[src/rtl/tm_pkg.sv]
`default_nettype none
// +----------------------------------------------------------------------------+
// | Module   : tm_pkg                                                          |
// | Purpose  : Shared types and helpers for the programmable Turing machine:   |
// |            phase and error encodings, nibbles-per-entry calculation and    |
// |            transition-entry field offsets derived from SYM_W / STATE_W.    |
// | Ports    : none (package)                                                  |
// | Revision : 1.0 - initial release                                           |
// +----------------------------------------------------------------------------+
package tm_pkg;

  typedef enum logic [1:0] {
    LOAD_PROG = 2'b00,
    LOAD_TAPE = 2'b01,
    RUN       = 2'b10,
    SHOW      = 2'b11
  } phase_t;

  typedef enum logic [1:0] {
    ERR_OK      = 2'b00,
    ERR_LEFT    = 2'b01,
    ERR_RIGHT   = 2'b10,
    ERR_TIMEOUT = 2'b11
  } err_t;

  // Entry = {halt, next_state, dir, write_sym}
  function automatic int entry_width(input int sym_w, input int state_w);
    return sym_w + 1 + state_w + 1;
  endfunction

  function automatic int nib_count(input int entry_w, input int data_w);
    return (entry_w + data_w - 1) / data_w;
  endfunction

  function automatic int dir_bit(input int sym_w);
    return sym_w;
  endfunction

  function automatic int next_state_lsb(input int sym_w);
    return sym_w + 1;
  endfunction

  function automatic int halt_bit(input int sym_w, input int state_w);
    return sym_w + 1 + state_w;
  endfunction

endpackage
`default_nettype wire

[src/rtl/tm_engine_if.sv]
`default_nettype none
// +----------------------------------------------------------------------------+
// | Module   : tm_engine_if                                                    |
// | Purpose  : Button/data/display bundle between the chip top and tm_engine.  |
// | Ports    : input_data (program nibbles / tape symbols), Next, Done (level  |
// |            buttons), display_out {phase, index, symbol}, Compute_done,     |
// |            err (halt cause).                                               |
// |            master = driver side, slave = engine side.                      |
// | Revision : 1.0 - initial release                                           |
// +----------------------------------------------------------------------------+
interface tm_engine_if #(
  parameter int DATA_W = 4,
  parameter int IDX_W  = 6,
  parameter int SYM_W  = 2
);
  logic [DATA_W-1:0]         input_data;
  logic                      Next;
  logic                      Done;
  logic [2+IDX_W+SYM_W-1:0]  display_out;
  logic                      Compute_done;
  logic [1:0]                err;

  modport master (
    output input_data, Next, Done,
    input  display_out, Compute_done, err
  );

  modport slave (
    input  input_data, Next, Done,
    output display_out, Compute_done, err
  );
endinterface
`default_nettype wire

[src/rtl/tm_btn_edge.sv]
`default_nettype none
// +----------------------------------------------------------------------------+
// | Module   : tm_btn_edge                                                     |
// | Purpose  : Level-to-pulse converter; one-cycle pulse per rising edge.      |
// | Ports    : clock, reset (sync, active-high), level_i (button level),       |
// |            pulse_o (high for the cycle in which level_i first reads 1).    |
// | Revision : 1.0 - initial release                                           |
// +----------------------------------------------------------------------------+
module tm_btn_edge (
  input  logic clock,
  input  logic reset,
  input  logic level_i,
  output logic pulse_o
);
  logic level_q;

  always_ff @(posedge clock) begin
    if (reset) level_q <= 1'b0;
    else       level_q <= level_i;
  end

  assign pulse_o = level_i & ~level_q;
endmodule
`default_nettype wire

[src/rtl/tm_engine.sv]
`default_nettype none
// +----------------------------------------------------------------------------+
// | Module   : tm_engine                                                       |
// | Purpose  : Programmable Turing machine. Transition table loaded nibble-    |
// |            serially, tape loaded symbol-serially, bounded execution with   |
// |            halt-cause reporting, then tape read-back.                      |
// | Ports    : clock, reset (sync, active-high), bus (tm_engine_if.slave):     |
// |            input_data, Next, Done in; display_out, Compute_done, err out.  |
// | Options  : STEP_MODE_EN - when defined, RUN performs one transition per    |
// |            Next pulse instead of one per clock.                            |
// | Revision : 1.0 - initial release                                           |
// +----------------------------------------------------------------------------+
module tm_engine
  import tm_pkg::*;
#(
  parameter int DATA_W    = 4,
  parameter int SYM_W     = 2,
  parameter int STATE_W   = 2,
  parameter int TAPE_LEN  = 64,
  parameter int MAX_STEPS = 1023
) (
  input  logic        clock,
  input  logic        reset,
  tm_engine_if.slave  bus
);
  localparam int IDX_W   = $clog2(TAPE_LEN);
  localparam int ENTRY_W = entry_width(SYM_W, STATE_W);
  localparam int NIB     = nib_count(ENTRY_W, DATA_W);
  localparam int BUF_W   = NIB * DATA_W;
  localparam int NC_W    = (NIB > 1) ? $clog2(NIB) : 1;
  localparam int TBL_AW  = STATE_W + SYM_W;
  localparam int N_ENT   = 2 ** TBL_AW;
  localparam int STEP_W  = $clog2(MAX_STEPS + 1);
  localparam int DIR_B   = dir_bit(SYM_W);
  localparam int NS_LSB  = next_state_lsb(SYM_W);
  localparam int HALT_B  = halt_bit(SYM_W, STATE_W);
  localparam logic [ENTRY_W-1:0] ENTRY_RST = {1'b1, {(ENTRY_W-1){1'b0}}};

  // Button pulses; Done wins a same-cycle collision
  logic next_raw, next_p, done_p;
  tm_btn_edge u_next_edge (.clock(clock), .reset(reset), .level_i(bus.Next), .pulse_o(next_raw));
  tm_btn_edge u_done_edge (.clock(clock), .reset(reset), .level_i(bus.Done), .pulse_o(done_p));
  assign next_p = next_raw & ~done_p;

  phase_t              phase_q, phase_d;
  err_t                err_q, err_d;
  logic [ENTRY_W-1:0]  table_q [N_ENT];
  logic [SYM_W-1:0]    tape_q  [TAPE_LEN];
  logic [BUF_W-1:0]    nib_buf_q, nib_buf_d;
  logic [NC_W-1:0]     nib_cnt_q, nib_cnt_d;
  logic [TBL_AW:0]     eptr_q, eptr_d;   // extra MSB flags "table full"
  logic [IDX_W:0]      wptr_q, wptr_d;   // can reach TAPE_LEN
  logic [IDX_W-1:0]    head_q, head_d, rptr_q, rptr_d;
  logic [STATE_W-1:0]  state_q, state_d;
  logic [STEP_W-1:0]   steps_q, steps_d;

  logic                tbl_we, tape_we, tape_clr;
  logic [ENTRY_W-1:0]  tbl_wdata;
  logic [IDX_W-1:0]    tape_waddr;
  logic [SYM_W-1:0]    tape_wdata;
  logic [BUF_W-1:0]    full_word;
  logic [SYM_W-1:0]    head_sym;
  logic [ENTRY_W-1:0]  cur_entry;
  logic [STEP_W-1:0]   steps_inc;
  logic                run_step;

  assign head_sym  = tape_q[head_q];
  assign cur_entry = table_q[{state_q, head_sym}];
  assign steps_inc = steps_q + 1'b1;

`ifdef STEP_MODE_EN
  assign run_step = next_p;
`else
  assign run_step = 1'b1;
`endif

  // Completed entry: buffered low nibbles plus the nibble arriving now
  always_comb begin
    full_word = nib_buf_q;
    full_word[(NIB-1)*DATA_W +: DATA_W] = bus.input_data;
  end
  assign tbl_wdata = full_word[ENTRY_W-1:0];

  generate
    if (BUF_W > ENTRY_W) begin : g_pad
      logic unused_pad;
      assign unused_pad = ^full_word[BUF_W-1:ENTRY_W];
    end
  endgenerate

  always_comb begin
    phase_d    = phase_q;
    err_d      = err_q;
    nib_buf_d  = nib_buf_q;
    nib_cnt_d  = nib_cnt_q;
    eptr_d     = eptr_q;
    wptr_d     = wptr_q;
    head_d     = head_q;
    rptr_d     = rptr_q;
    state_d    = state_q;
    steps_d    = steps_q;
    tbl_we     = 1'b0;
    tape_we    = 1'b0;
    tape_clr   = 1'b0;
    tape_waddr = head_q;
    tape_wdata = cur_entry[SYM_W-1:0];
    case (phase_q)
      LOAD_PROG: begin
        if (done_p) begin
          phase_d   = LOAD_TAPE;
          nib_cnt_d = '0;
        end else if (next_p && !eptr_q[TBL_AW]) begin
          if (nib_cnt_q == NC_W'(NIB - 1)) begin
            tbl_we    = 1'b1;
            eptr_d    = eptr_q + 1'b1;
            nib_cnt_d = '0;
          end else begin
            nib_buf_d[int'(nib_cnt_q)*DATA_W +: DATA_W] = bus.input_data;
            nib_cnt_d = nib_cnt_q + 1'b1;
          end
        end
      end
      LOAD_TAPE: begin
        if (done_p) begin
          phase_d = RUN;
          head_d  = '0;
          state_d = '0;
          steps_d = '0;
          err_d   = ERR_OK;
        end else if (next_p && (wptr_q < (IDX_W+1)'(TAPE_LEN))) begin
          tape_we    = 1'b1;
          tape_waddr = wptr_q[IDX_W-1:0];
          tape_wdata = bus.input_data[SYM_W-1:0];
          wptr_d     = wptr_q + 1'b1;
        end
      end
      RUN: begin
        rptr_d = '0;
        if (run_step) begin
          tape_we = 1'b1;
          steps_d = steps_inc;
          if (cur_entry[HALT_B]) begin
            phase_d = SHOW;
            err_d   = ERR_OK;
          end else if (!cur_entry[DIR_B] && (head_q == '0)) begin
            phase_d = SHOW;
            err_d   = ERR_LEFT;
          end else if (cur_entry[DIR_B] && (head_q == IDX_W'(TAPE_LEN - 1))) begin
            phase_d = SHOW;
            err_d   = ERR_RIGHT;
          end else begin
            head_d  = cur_entry[DIR_B] ? head_q + 1'b1 : head_q - 1'b1;
            state_d = cur_entry[NS_LSB +: STATE_W];
            if (steps_inc == STEP_W'(MAX_STEPS)) begin
              phase_d = SHOW;
              err_d   = ERR_TIMEOUT;
            end
          end
        end
      end
      SHOW: begin
        if (done_p) begin
          phase_d  = LOAD_TAPE;
          tape_clr = 1'b1;
          err_d    = ERR_OK;
          wptr_d   = '0;
        end else if (next_p) begin
          rptr_d = (rptr_q == IDX_W'(TAPE_LEN - 1)) ? '0 : rptr_q + 1'b1;
        end
      end
      default: ;
    endcase
  end

  always_ff @(posedge clock) begin
    if (reset) begin
      phase_q   <= LOAD_PROG;
      err_q     <= ERR_OK;
      nib_buf_q <= '0;
      nib_cnt_q <= '0;
      eptr_q    <= '0;
      wptr_q    <= '0;
      head_q    <= '0;
      rptr_q    <= '0;
      state_q   <= '0;
      steps_q   <= '0;
      for (int i = 0; i < N_ENT; i++)    table_q[i] <= ENTRY_RST;
      for (int i = 0; i < TAPE_LEN; i++) tape_q[i]  <= '0;
    end else begin
      phase_q   <= phase_d;
      err_q     <= err_d;
      nib_buf_q <= nib_buf_d;
      nib_cnt_q <= nib_cnt_d;
      eptr_q    <= eptr_d;
      wptr_q    <= wptr_d;
      head_q    <= head_d;
      rptr_q    <= rptr_d;
      state_q   <= state_d;
      steps_q   <= steps_d;
      if (tbl_we) table_q[eptr_q[TBL_AW-1:0]] <= tbl_wdata;
      if (tape_clr) begin
        for (int i = 0; i < TAPE_LEN; i++) tape_q[i] <= '0;
      end else if (tape_we) begin
        tape_q[tape_waddr] <= tape_wdata;
      end
    end
  end

  logic [IDX_W-1:0] disp_idx;
  logic [SYM_W-1:0] disp_sym;

  always_comb begin
    disp_idx = '0;
    disp_sym = '0;
    case (phase_q)
      LOAD_PROG: begin
        disp_idx = IDX_W'(eptr_q);
        disp_sym = SYM_W'(nib_cnt_q);
      end
      LOAD_TAPE: begin
        disp_idx = IDX_W'(wptr_q);
        disp_sym = bus.input_data[SYM_W-1:0];
      end
      RUN: begin
        disp_idx = head_q;
        disp_sym = head_sym;
      end
      SHOW: begin
        disp_idx = rptr_q;
        disp_sym = tape_q[rptr_q];
      end
      default: ;
    endcase
  end

  assign bus.display_out  = {phase_q, disp_idx, disp_sym};
  assign bus.Compute_done = (phase_q == SHOW);
  assign bus.err          = err_q;

endmodule
`default_nettype wire

[src/flat_wrapper.sv]
// flat-port wrapper written by rule: the top's interface ports become plain ports
module tm_engine_flat import tm_pkg::*;
#(
  parameter int DATA_W    = 4,
  parameter int SYM_W     = 2,
  parameter int STATE_W   = 2,
  parameter int TAPE_LEN  = 64,
  parameter int MAX_STEPS = 1023
)
  (clock, reset, bus_input_data, bus_Next, bus_Done, bus_display_out, bus_Compute_done, bus_err);
  tm_engine_if #(.DATA_W(DATA_W), .IDX_W(6), .SYM_W(SYM_W)) bus_i ();
  input  logic clock;
  input  logic reset;
  input wire logic [$bits(bus_i.input_data)-1:0] bus_input_data;
  input wire logic [$bits(bus_i.Next)-1:0] bus_Next;
  input wire logic [$bits(bus_i.Done)-1:0] bus_Done;
  output wire logic [$bits(bus_i.display_out)-1:0] bus_display_out;
  output wire logic [$bits(bus_i.Compute_done)-1:0] bus_Compute_done;
  output wire logic [$bits(bus_i.err)-1:0] bus_err;
  assign bus_i.input_data = bus_input_data;
  assign bus_i.Next = bus_Next;
  assign bus_i.Done = bus_Done;
  assign bus_display_out = bus_i.display_out;
  assign bus_Compute_done = bus_i.Compute_done;
  assign bus_err = bus_i.err;
  tm_engine #(.DATA_W(DATA_W), .SYM_W(SYM_W), .STATE_W(STATE_W), .TAPE_LEN(TAPE_LEN), .MAX_STEPS(MAX_STEPS)) u_core (.clock(clock), .reset(reset), .bus(bus_i));
endmodule
[config.mk]
export PLATFORM = sky130hd
export DESIGN_NAME = tm_engine_flat
export DESIGN_NICKNAME = d
export VERILOG_FILES = /design/src/rtl/tm_pkg.sv /design/src/rtl/tm_engine_if.sv /design/src/rtl/tm_btn_edge.sv /design/src/rtl/tm_engine.sv /design/src/flat_wrapper.sv
export SDC_FILE = /design/constraint.sdc
export NUM_CORES = 1
export LEC_CHECK = 0
export CAP_MARGIN = 20
export CORE_ASPECT_RATIO = 1.75
export CORE_MARGIN = 10
export CORE_UTILIZATION = 25
export CTS_BUF_LIST = sky130_fd_sc_hd__clkbuf_16
export DETAILED_ROUTE_END_ITERATION = 7
export PLACE_DENSITY_LB_ADDON = 0.08
export SLEW_MARGIN = 25
export SYNTH_ARGS = -nofsm -noshare
export SYNTH_HDL_FRONTEND = slang
export SYNTH_SLANG_ARGS = --single-unit
[constraint.sdc]
create_clock -name clock -period 9.5 [get_ports clock]
set_input_delay 1.425 -clock clock [delete_from_list [all_inputs] [get_ports clock]]
set_output_delay 1.425 -clock clock [all_outputs]
set_load 0.005 [all_outputs]
==> flow_metrics.env, run 1 <==
export IMPL_run_status="finished, final reports clean"
export IMPL_globalRouteOverflowTotal=0
export IMPL_slew_violations=0
export IMPL_critical_path_max_stage_delay_ps=540
export IMPL_synth_main_ff_cell="edfxtp_1"
export IMPL_cp_data_arrival_time_ps=4280
export IMPL_ant_nets=0
export IMPL_drt_wl_total_mm=53.6
export IMPL_report_power_total_w=0.00345
export IMPL_tritoncts_num_sinks=283
export IMPL_worstPathRequired_ps=8080
export IMPL_chipWidth_um=207
export IMPL_coreArea_mm2=0.0603
export IMPL_fin_hold_ws_ps=489
export IMPL_drt_iter0_markers=582
export IMPL_cts_hold_fix_buffers=0
export IMPL_synthCells=1359
export IMPL_report_final_hold_viol_count=0
export IMPL_synth_top_cells_by_area="edfxtp_1 (44%), mux4_2 (11%), dfxtp_1 (7.8%)"
export IMPL_postSynth_asyncResetShare_pct=0
export IMPL_pin_count_of_the_biggest_net_entering_global_routing=67
export IMPL_design_portCount=21
export IMPL_nets=1370
export IMPL_count_of_antenna_diodes_in_the_layout=0
export IMPL_height_of_the_chip_um=346
export IMPL_final_layout_size_suffix_gt1_share_pct=13.3
export IMPL_ys_warn_count=0
export IMPL_vias=10539
export IMPL_sum_neg_setup_slack_ps=0
export IMPL_clock_skew_ps=29.0
export IMPL_power_density_cell_area_mw_per_mm2=198
export IMPL_cp_top_family="buffers and inverters"
export IMPL_first_pass_grt_wire_length_mm=77.6
export IMPL_synth_area_mm2=0.0152
export IMPL_detail_route_drc_violations=0
export IMPL_place_port_buffers=20
export IMPL_floorplan_rows=119
export IMPL_via_count_of_the_first_global_routing_pass=11006
export IMPL_postCtsResizedCells=0
export IMPL_p_leak_nw=5.90
export IMPL_synthDominantAreaCellType="edfxtp_1"
export IMPL_netlist_area_leader_share_pct=44.2
export IMPL_finalCoreUtilization_pct=28.9
export IMPL_antenna_found_initial=0
export IMPL_max_slew_margin_rel_pct=33.3
export IMPL_clock_path_buffers=3
export IMPL_final_period_minus_worst_setup_slack_ps=5700
export IMPL_worst_setup_path_end_kind="output pin"
export IMPL_gr_usage_all_layers_pct=14.9
export IMPL_design_die_area_mm2=0.0715
export IMPL_largest_voltage_drop_on_the_vdd_net_uv=133
export IMPL_max_cap_violations=0
export IMPL_post_cts_buffers=0
export IMPL_starting_density_of_the_core_pct=25.2
export IMPL_gp_congestion=0.822
export IMPL_synth_seq_area_share_pct=51.9
export IMPL_critical_path_peak_fanout=41
export IMPL_fin_crit_sh_pct=60.0
export IMPL_holdCritPathClass="reg -> reg"
export IMPL_worstSkewPairLatency_ps=550
export IMPL_synthDistinctLibCells=70
export IMPL_clock_h_tree_levels=2
export IMPL_synth_fp_nets=1382
export IMPL_worstPathCellList="buf_4 -> mux4_2 -> a22oi_1 -> nand4_1 -> o221ai_4 -> buf_4 -> inv_2 -> a22oi_1 -> a21oi_1 -> clkdlybuf4s50_1"
export IMPL_achievable_frequency_ghz=0.175
export IMPL_synth_edf_count=224
export IMPL_syn_mean_instance_area_um2=11.2
export IMPL_first_pass_iters=6
export IMPL_timing_worst_slew_pin_value_ps=999
export IMPL_crit_path_top_delay_cell="buf_4"
export IMPL_final_fill_count=6212
export IMPL_timing_critical_path_from_type="flip-flop"
export IMPL_hpwlAfterDp_mm=39.3
export IMPL_synthToLayoutAreaGrowth_pct=14.4
export IMPL_crit_type="reg -> out"
export IMPL_worstPathBufferInverterCount=4
export IMPL_clk_transition_reported_paths_ps=60
export IMPL_vias_per_cell=4.88
export IMPL_rsz_0062_raised_after_global_routing="no"
export IMPL_ctsRootBufferMaster="clkbuf_16"
export IMPL_timing_final_setup_violations=0
export IMPL_tritoncts="yes"
export IMPL_cts_inserted_buffers=35
export IMPL_route_detailed_wl_per_inst_um=24.8
export IMPL_synth_seq_cells=283
-- power by group --
group	internal (W)	total, W	leakage, nW	switching [W]
clock network	0.000874	0.00145	0.619	0.000573
logic	0.000176	0.000548	2.54	0.000372
registers	0.00140	0.00146	2.74	0.0000613
-- final cells by class --
cell class	instances	area [µm²]	share of cell area, %
repair buffers	43	368	2.11
clock inverters	27	302	1.73
well taps	786	983	5.65
flip-flops and latches	283	7910	45.4
clock buffers	37	926	5.32
multi-input cells	956	6820	39.2
inverters	28	105	0.604
-- worst register-to-register path, delay by kind of cell (launching register included) --
| kind | cells | cell delay [ps] |
|---|---|---|
| adders and majority gates | 1 | 210 |
| muxes | 2 | 740 |
| buffers and inverters | 3 | 1380 |
| AOI/OAI and AO/OA | 6 | 1680 |
| and+or+nand+nor | 3 | 560 |
| DFF | 1 | 310 |
| xor gates and xnor gates | 1 | 250 |
-- cell usage after synthesis, drive strengths merged (4+ instances only) --
library cell  count
edfxtp          224
nor2            211
nand2           197
mux2i            96
and2             86
mux4             71
dfxtp            59
clkbuf           52
buf              40
inv              28
a21oi            27
o21ai            26
nor3             22
nand3            20
nand4            19
or3              16
ha               15
a31oi            13
a22oi            12
nor2b            11
mux2              9
nand2b            9
nor3b             8
and3              7
xor2              7
a222oi            6
and4              6
xnor2             6
a211oi            5
a2111o            4
a311oi            4
or2               4
-- layout by cell type (no fill, tap or decap), drive strengths merged, types with 20 or more instances in the layout --
cell / instances
nor2: 211
inv: 34
nand2: 197
clkbuf: 37
buf: 24
nand3: 20
dfxtp: 59
o21ai: 26
and2: 86
edfxtp: 224
nor3: 22
mux4: 71
mux2i: 96
a21oi: 27
-- metal layers --
layer	part of all wire [%]	vias to the layer above	GRT usage, %
met4	4.1	0	6.62
met5	0	-	0
met1	33	5289	14.2
met2	60	230	30.3
li1	-	4937	-
met3	2.9	83	1.51
-- flip-flops by register name, indices dropped and copies added, names as in the netlist, named ones only --
signal                      count
u_core.table_q                 96
u_core.head_q                   6
u_core.tape_q                 128
u_core.bus.err                  2
u_core.nib_cnt_q                1
u_core.u_done_edge.level_q      1
u_core.phase_q                  2
u_core.steps_q                 10
u_core.u_next_edge.level_q      1
u_core.nib_buf_q                4
u_core.rptr_q                   6
u_core.wptr_q                   7
u_core.eptr_q                   5
u_core.state_q                  2
-- through the flow --
stage	cells	area, µm²	setup WS [ps]
2_1_floorplan	1359	15200	5170
4_1_cts	2160	17400	3700
6_report	2160	17400	3800
3_3_place_gp	2096	16200	4160
5_1_grt	2160	17400	3540
3_5_place_dp	2096	16200	4110
-- path summary, 6_finish.rpt --
check,startpoint,to,slack [ps],depth (start not counted)
hold reg to reg,u_core.wptr_q[6],u_core.wptr_q[6],490,2
setup reg to reg,flip-flop,flip-flop,4290,16
hold / removal,u_core.wptr_q[6],u_core.wptr_q[6],490,2
setup / recovery,flip-flop,bus_display_out[1],3800,10
-- cell families (layout without fill, tap and decap cells) --
| family | count (synthesis) | in the layout | share of synthesized area, % |
|---|---|---|---|
| XOR/XNOR | 13 | 13 | 0.748 |
| flip-flops | 283 | 283 | 51.9 |
| multiplexers | 176 | 176 | 17.5 |
| AND/OR/NAND/NOR | 624 | 624 | 18.9 |
| adder cells (fa/ha/maj) | 15 | 15 | 1.23 |
| buffers and inverters | 120 | 135 | 3.58 |
| AO/OA/AOI/OAI | 128 | 128 | 6.07 |
Note: power is estimated with default switching activity, not from simulation.
==> inputs of run 2 (changes only) <==
Clock period 9.5 ns to 5.77 ns, I/O delays scaled along.
==> run 2 against run 1 <==
Compared with the run above:
- clock skew down 3.0 ps
- die area is the same
- cell count increased by 0.56%
- final area increased by 0.26%
- clock power up 49%
- critical path depth stayed put
- flip-flop and latch count is the same
- critical endpoint is now bus_display_out[0]
- largest cell class unchanged
==> flow_metrics.env, run 2 (synthesized netlist as in run 1, its figures left out) <==
export IMPL_run_status="finished, final reports clean"
export IMPL_starting_density_of_the_core_pct=25.2
export IMPL_worstPathRequired_ps=4900
export IMPL_power_density_cell_area_mw_per_mm2=315
export IMPL_critical_path_peak_fanout=19
export IMPL_cell_internal_pwr_w=0.00387
export IMPL_tritoncts="yes"
export IMPL_place_detailed_instances=2114
export IMPL_first_pass_grt_wire_length_mm=78.7
export IMPL_final_design_instance_area_without_fill_mm2=0.0175
export IMPL_m1WireLength_mm=17.6
export IMPL_worstHoldStart="u_core.wptr_q[6]"
export IMPL_cp_top_family="compound AO/OA/AOI/OAI gates"
export IMPL_final_layout_size_suffix_gt1_share_pct=14.2
export IMPL_design_die_area_mm2=0.0715
export IMPL_clk_transition_reported_paths_ps=70
export IMPL_worstSkewPairLatency_ps=600
export IMPL_cts_hold_fix_buffers=0
export IMPL_design_portCount=21
export IMPL_met3RoutedLength_mm=1.38
export IMPL_postCtsResizedCells=0
export IMPL_final_setup_worst_slack_ps=291
export IMPL_power_share_clock_pct=39.3
export IMPL_largest_register_ffs=128
export IMPL_layout_cells_most_common_list="edfxtp_1 (224), nor2_1 (210), nand2_1 (197)"
export IMPL_final_common_cell="edfxtp_1"
export IMPL_vias_per_cell=4.90
export IMPL_rsz_0062_raised_after_global_routing="no"
export IMPL_holdCritPathClass="reg -> reg"
export IMPL_cts_inserted_buffers=31
export IMPL_synthToLayoutAreaGrowth_pct=14.7
export IMPL_height_of_the_chip_um=346
export IMPL_top_signal_layer_used="met4"
export IMPL_fin_cells=2172
export IMPL_slew_violations=0
export IMPL_vias=10639
export IMPL_max_slew_margin_rel_pct=34.9
export IMPL_combinationalPowerShare_pct=17.1
export IMPL_swShare_pct=29.7
export IMPL_max_cap_violations=0
export IMPL_globalRouteOverflowTotal=0
export IMPL_p_leak_nw=5.91
export IMPL_cp_data_arrival_time_ps=4610
export IMPL_ctsRootBufferMaster="clkbuf_16"
export IMPL_chipWidth_um=207
export IMPL_route_detailed_wl_per_inst_um=24.9
export IMPL_dpl_instance_area_mm2=0.0164
export IMPL_top_regs="u_core.tape_q (128), u_core.table_q (96), u_core.steps_q (10)"
export IMPL_crit_type="reg -> out"
export IMPL_largest_register="u_core.tape_q"
export IMPL_pre_cts_slack_ps=816
export IMPL_detail_route_drc_violations=0
export IMPL_drt_wl_total_mm=54.1
export IMPL_count_of_antenna_diodes_in_the_layout=0
export IMPL_r2r_slack_ps=770
export IMPL_place_port_buffers=20
export IMPL_antenna_found_initial=0
export IMPL_clock_path_buffers=3
export IMPL_min_delay_worst_endpoint="u_core.wptr_q[6]"
export IMPL_achievable_frequency_ghz=0.183
export IMPL_pin_count_of_the_biggest_net_entering_global_routing=65
export IMPL_timing_critical_path_from_type="flip-flop"
export IMPL_final_period_minus_worst_setup_slack_ps=5480
export IMPL_clock_h_tree_levels=1
export IMPL_critical_path_max_stage_delay_ps=840
export IMPL_timing_worst_slew_pin_value_ps=967
export IMPL_largest_voltage_drop_on_the_vdd_net_uv=232
export IMPL_seq_power_share_pct=43.6
export IMPL_worstPathBufferInverterCount=3
export IMPL_timing_final_setup_violations=0
export IMPL_gp_congestion=0.849
export IMPL_ant_nets=0
export IMPL_gr_usage_all_layers_pct=15.1
export IMPL_post_cts_buffers=0
export IMPL_fin_crit_sh_pct=95.0
export IMPL_worst_setup_path_end_kind="output pin"
export IMPL_crit_path_top_delay_cell="a2bb2oi_2"
export IMPL_report_final_hold_viol_count=0
export IMPL_coreArea_mm2=0.0603
export IMPL_floorplan_rows=119
export IMPL_first_pass_iters=5
export IMPL_worstPathCellList="buf_4 -> mux2i_1 -> a22o_1 -> a21oi_1 -> a31oi_1 -> a2bb2oi_2 -> buf_4 -> a222oi_1 -> a21oi_1 -> clkdlybuf4s50_1"
export IMPL_power_switching_w=0.00164
export IMPL_r2r_worst_path_cells=15
export IMPL_clock_skew_ps=26.0
export IMPL_min_delay_path_depth=2
export IMPL_met2_length_mm=32.9
export IMPL_drt_iter0_markers=699
export IMPL_sum_neg_setup_slack_ps=0
export IMPL_tritoncts_num_sinks=283
export IMPL_nets=1384
export IMPL_via_count_of_the_first_global_routing_pass=11137
export IMPL_hpwlAfterDp_mm=40.7
-- run 2: how the worst max path moves through the flow --
stage          startpoint                 end  slack (ps)  cells after the start
2_1_floorplan   flip-flop           flip-flop        1940                     17
3_3_place_gp    flip-flop  bus_display_out[0]         860                     10
3_5_place_dp    flip-flop           flip-flop         820                     15
4_1_cts         flip-flop  bus_display_out[0]         200                     10
5_1_grt         flip-flop  bus_display_out[0]          70                     10
6_report        flip-flop  bus_display_out[0]         290                     10
-- run 2: tightest hold or removal path: cells and delay by family, from the launching register on --
family	cells	cell delay, ps
AND/OR/NAND/NOR	2	120
flip-flops	1	330
-- run 2: metrics by stage --
stage	util, %	power [W]	hold WS (ps)
floorplan	-	0.00297	431
CTS	28.9	0.00560	477
global placement	27.1	0.00339	445
finish	28.9	0.00550	479
global route	28.9	0.00572	518
detailed placement	27.2	0.00341	460
-- run 2: final cells by class --
type                       count  area [µm²]
clock buffer                  31         776
clock inverter                27         304
fill                        6214       42800
inverter                      28         105
multi-input combinational    956        6810
sequential                   283        7910
tap                          786         983
timing repair buffer          61         568
-- run 2: power groups by stage --
stage	sequential, W	combinational [W]	clock, W
after global placement	0.00245	0.000943	0
after detailed placement	0.00245	0.000963	0
after global routing	0.00241	0.00102	0.00229
after floorplan	0.00237	0.000596	0
after CTS	0.00240	0.000966	0.00223
final	0.00240	0.000940	0.00216
-- run 2: routing by layer --
metal	vias up	track usage [%]
met5	-	0
met4	0	6.38
met3	82	1.36
met2	204	31.4
met1	5398	14.0
li1	4955	-
==> inputs of run 3 (changes only) <==
Settings changed: HOLD_SLACK_MARGIN from default to 0.02.
==> results of run 3 <==
The final DEF is identical to that of run 2; final timing and power are the same.
==> variant (flow settings as in run 3) <==
Build with the macro `STEP_MODE_EN` defined.
--- a/src/rtl/tm_engine.sv
+++ b/src/rtl/tm_engine.sv
@@ -11,4 +11,6 @@
 // | Revision : 1.0 - initial release                                           |
 // +----------------------------------------------------------------------------+
+`define STEP_MODE_EN
+
 module tm_engine
   import tm_pkg::*;
Check against the original RTL: not settled (the Yosys comparison gave no result); the edit may change what the design does.
==> variant against run 3 <==
Cell area fell by 2.8%. Setup slack improved by 190 ps. Total power fell by 8.0%. Sequential cell count did not move. Largest cell class unchanged. Clock power fell by 8%. Critical endpoint is now bus_display_out[1]. Utilization fell by 0.67 points. Area after synthesis fell by 1.1%. Routed wire length fell by 7.6%.
==> variant: results (changes against run 3) <==
reg2reg setup slack 1010 ps (+240 ps); Synth Area in Compound Gates 0.0695 (+0.00881); ANT cells 0 (unchanged); post-CTS resize count 0 (unchanged); register area share after synthesis 0.525 (+0.00574); Hold Path End u_core.steps_q[9]; Post-Syn Instances 1,229 (-9.6%); worst hold path type reg2reg; Primary FF master, synth edfxtp_1; first-pass GRT wire length 73.6 mm (-6.4%); HP Start u_core.steps_q[9]; Setup Buffers After CTS 0 (unchanged); via count 9,880 (-7.1%); Hold Path Stages 2 (unchanged); top post-synthesis cells by area edfxtp_1 45%, mux4_2 12%, dfxtp_1 7.8%; number of synthesized flops with an enable pin 224 (unchanged); synth cell count leaders 224 x edfxtp_1, 132 x nor3_1, 101 x o21ai_0; Initial DRC Count 468 (-33%); Syn Nets 1,251 (-9.5%); Tot GR Track Use 0.141 (-0.00937); Via-to-Cell Ratio 4.90 (about the same); GPL Wtd Cong 0.774 (-8.8%); CP Data Arrival Time 4430 ps (-180 ps); Peak supply drop 209 µV (-10%); Max H-tree Level 1 (unchanged); biggest regs u_core.tape_q: 128 flops, u_core.table_q: 96 flops, u_core.steps_q: 10 flops; Cell Area, Placed 16,000 µm² (-2.4%); WHS 494 ps (+15.3 ps); Peak Freq 0.189 GHz (+3.6%); Adder-Cell Fraction of Synth Area 0.0116 (-0.000695); Final Skew 25.5 ps (-0.474 ps); clock latency on the worst-skew pair 590 ps; multiplexer share of the synthesized area 0.187 (+0.0120); Yosys Warn Count 0 (unchanged); CTS Buf Count 31 (unchanged); nets 1,230 (-11%); initial antenna violation count 0 (unchanged); share of layout cells above drive strength 1 0.164 (+0.0218); Placed Cells 1,961 (-7.2%); XOR/XNOR Fraction of Synth Area 0.00698 (-0.000499); post-detail-place hpwl 35.8 mm (-12%); fill count 6,097 (-1.9%); slew margin rel. 0.321 (-0.0272); distinct cell type count after synthesis 58 (-17%); status complete, no violations; clk slew on worst S/H paths around 60 ps; static leakage 5.45 nW (-7.8%); drt first pass iters 5 (unchanged); largest net degree at the start of global routing 66 (+1.5%); Clock Tree Root clkbuf_16; vias in the first global route 10,594 (-4.9%); Worst Path Max Fanout 20 (+1); R2R depth 12 (-3); R2R Path End u_core.tape_q[28][0]; Routed WL 50.0 mm (-7.6%)
-- variant: changes by cell type in the layout (fill, tap and decap cells not counted), moves of 7 or more --
| cell | delta |
|---|---|
| a22oi_1 | -12 |
| a31oi_1 | -9 |
| mux2i_1 | -13 |
| mux4_2 | +10 |
| nand2_1 | -147 |
| nand2b_1 | +8 |
| nand4_1 | -10 |
| nor2_1 | -153 |
| nor3_1 | +110 |
| nor3_2 | +8 |
| o21ai_0 | +78 |
| o221ai_1 | +7 |
-- variant: worst max-delay path by stage --
stage,from,endpoint,slack (ps)
after floorplan,flip-flop,flip-flop,1900
final,flip-flop,bus_display_out[1],480
after global placement,flip-flop,u_core.tape_q[49][1],1010
after detailed placement,flip-flop,u_core.tape_q[33][1],990
after CTS,flip-flop,bus_display_out[1],360
after global routing,flip-flop,bus_display_out[1],260
-- variant: cell type report --
cell class / count / area, µm² / area share
timing repair buffer: 62 / 536 / 0.0316
tap: 786 / 983 / 0.0580
sequential: 283 / 7910 / 0.466
clock buffer: 33 / 826 / 0.0487
inverter: 15 / 56.3 / 0.00332
multi-input combinational: 815 / 6500 / 0.383
clock inverter: 24 / 159 / 0.00936
-- variant: routing by layer --
metal	global-route usage	vias to the layer above	share of wire
li1	-	4610	-
met1	0.143	5045	0.35
met2	0.286	154	0.59
met3	0.0159	71	0.027
met4	0.0513	0	0.033
met5	0	-	0
-- variant: critical path, stage by stage, from the launching register on --
cell and delay [ps]:
dfxtp_2 860, buf_4 350, mux4_2 560, mux4_2 520
mux4_2 540, a222oi_1 300, nor2_1 150, clkdlybuf4s50_1 510
-- variant: cells by family after synthesis --
logic type,Yosys count
buf+inv,131
fa+ha+maj,14
xor+xnor,12
mux,176
compound gates,174
flops,283
simple gates,439
-- variant: report_power, final --
| part | leakage (nW) | internal (mW) | total [mW] | switching, mW |
|---|---|---|---|---|
| logic | 2.18 | 0.255 | 0.718 | 0.463 |
| registers | 2.74 | 2.29 | 2.37 | 0.0791 |
| clock network | 0.533 | 1.11 | 1.98 | 0.866 |
| total | 5.45 | 3.65 | 5.06 | 1.41 |
-- variant: stage by stage --
stage	util	power (mW)	setup slack, ps
global placement	0.266	3.15	1010
finish	0.283	5.06	479
detailed placement	0.266	3.15	991
floorplan	-	2.86	1900
global route	0.283	5.27	262
CTS	0.283	5.15	357
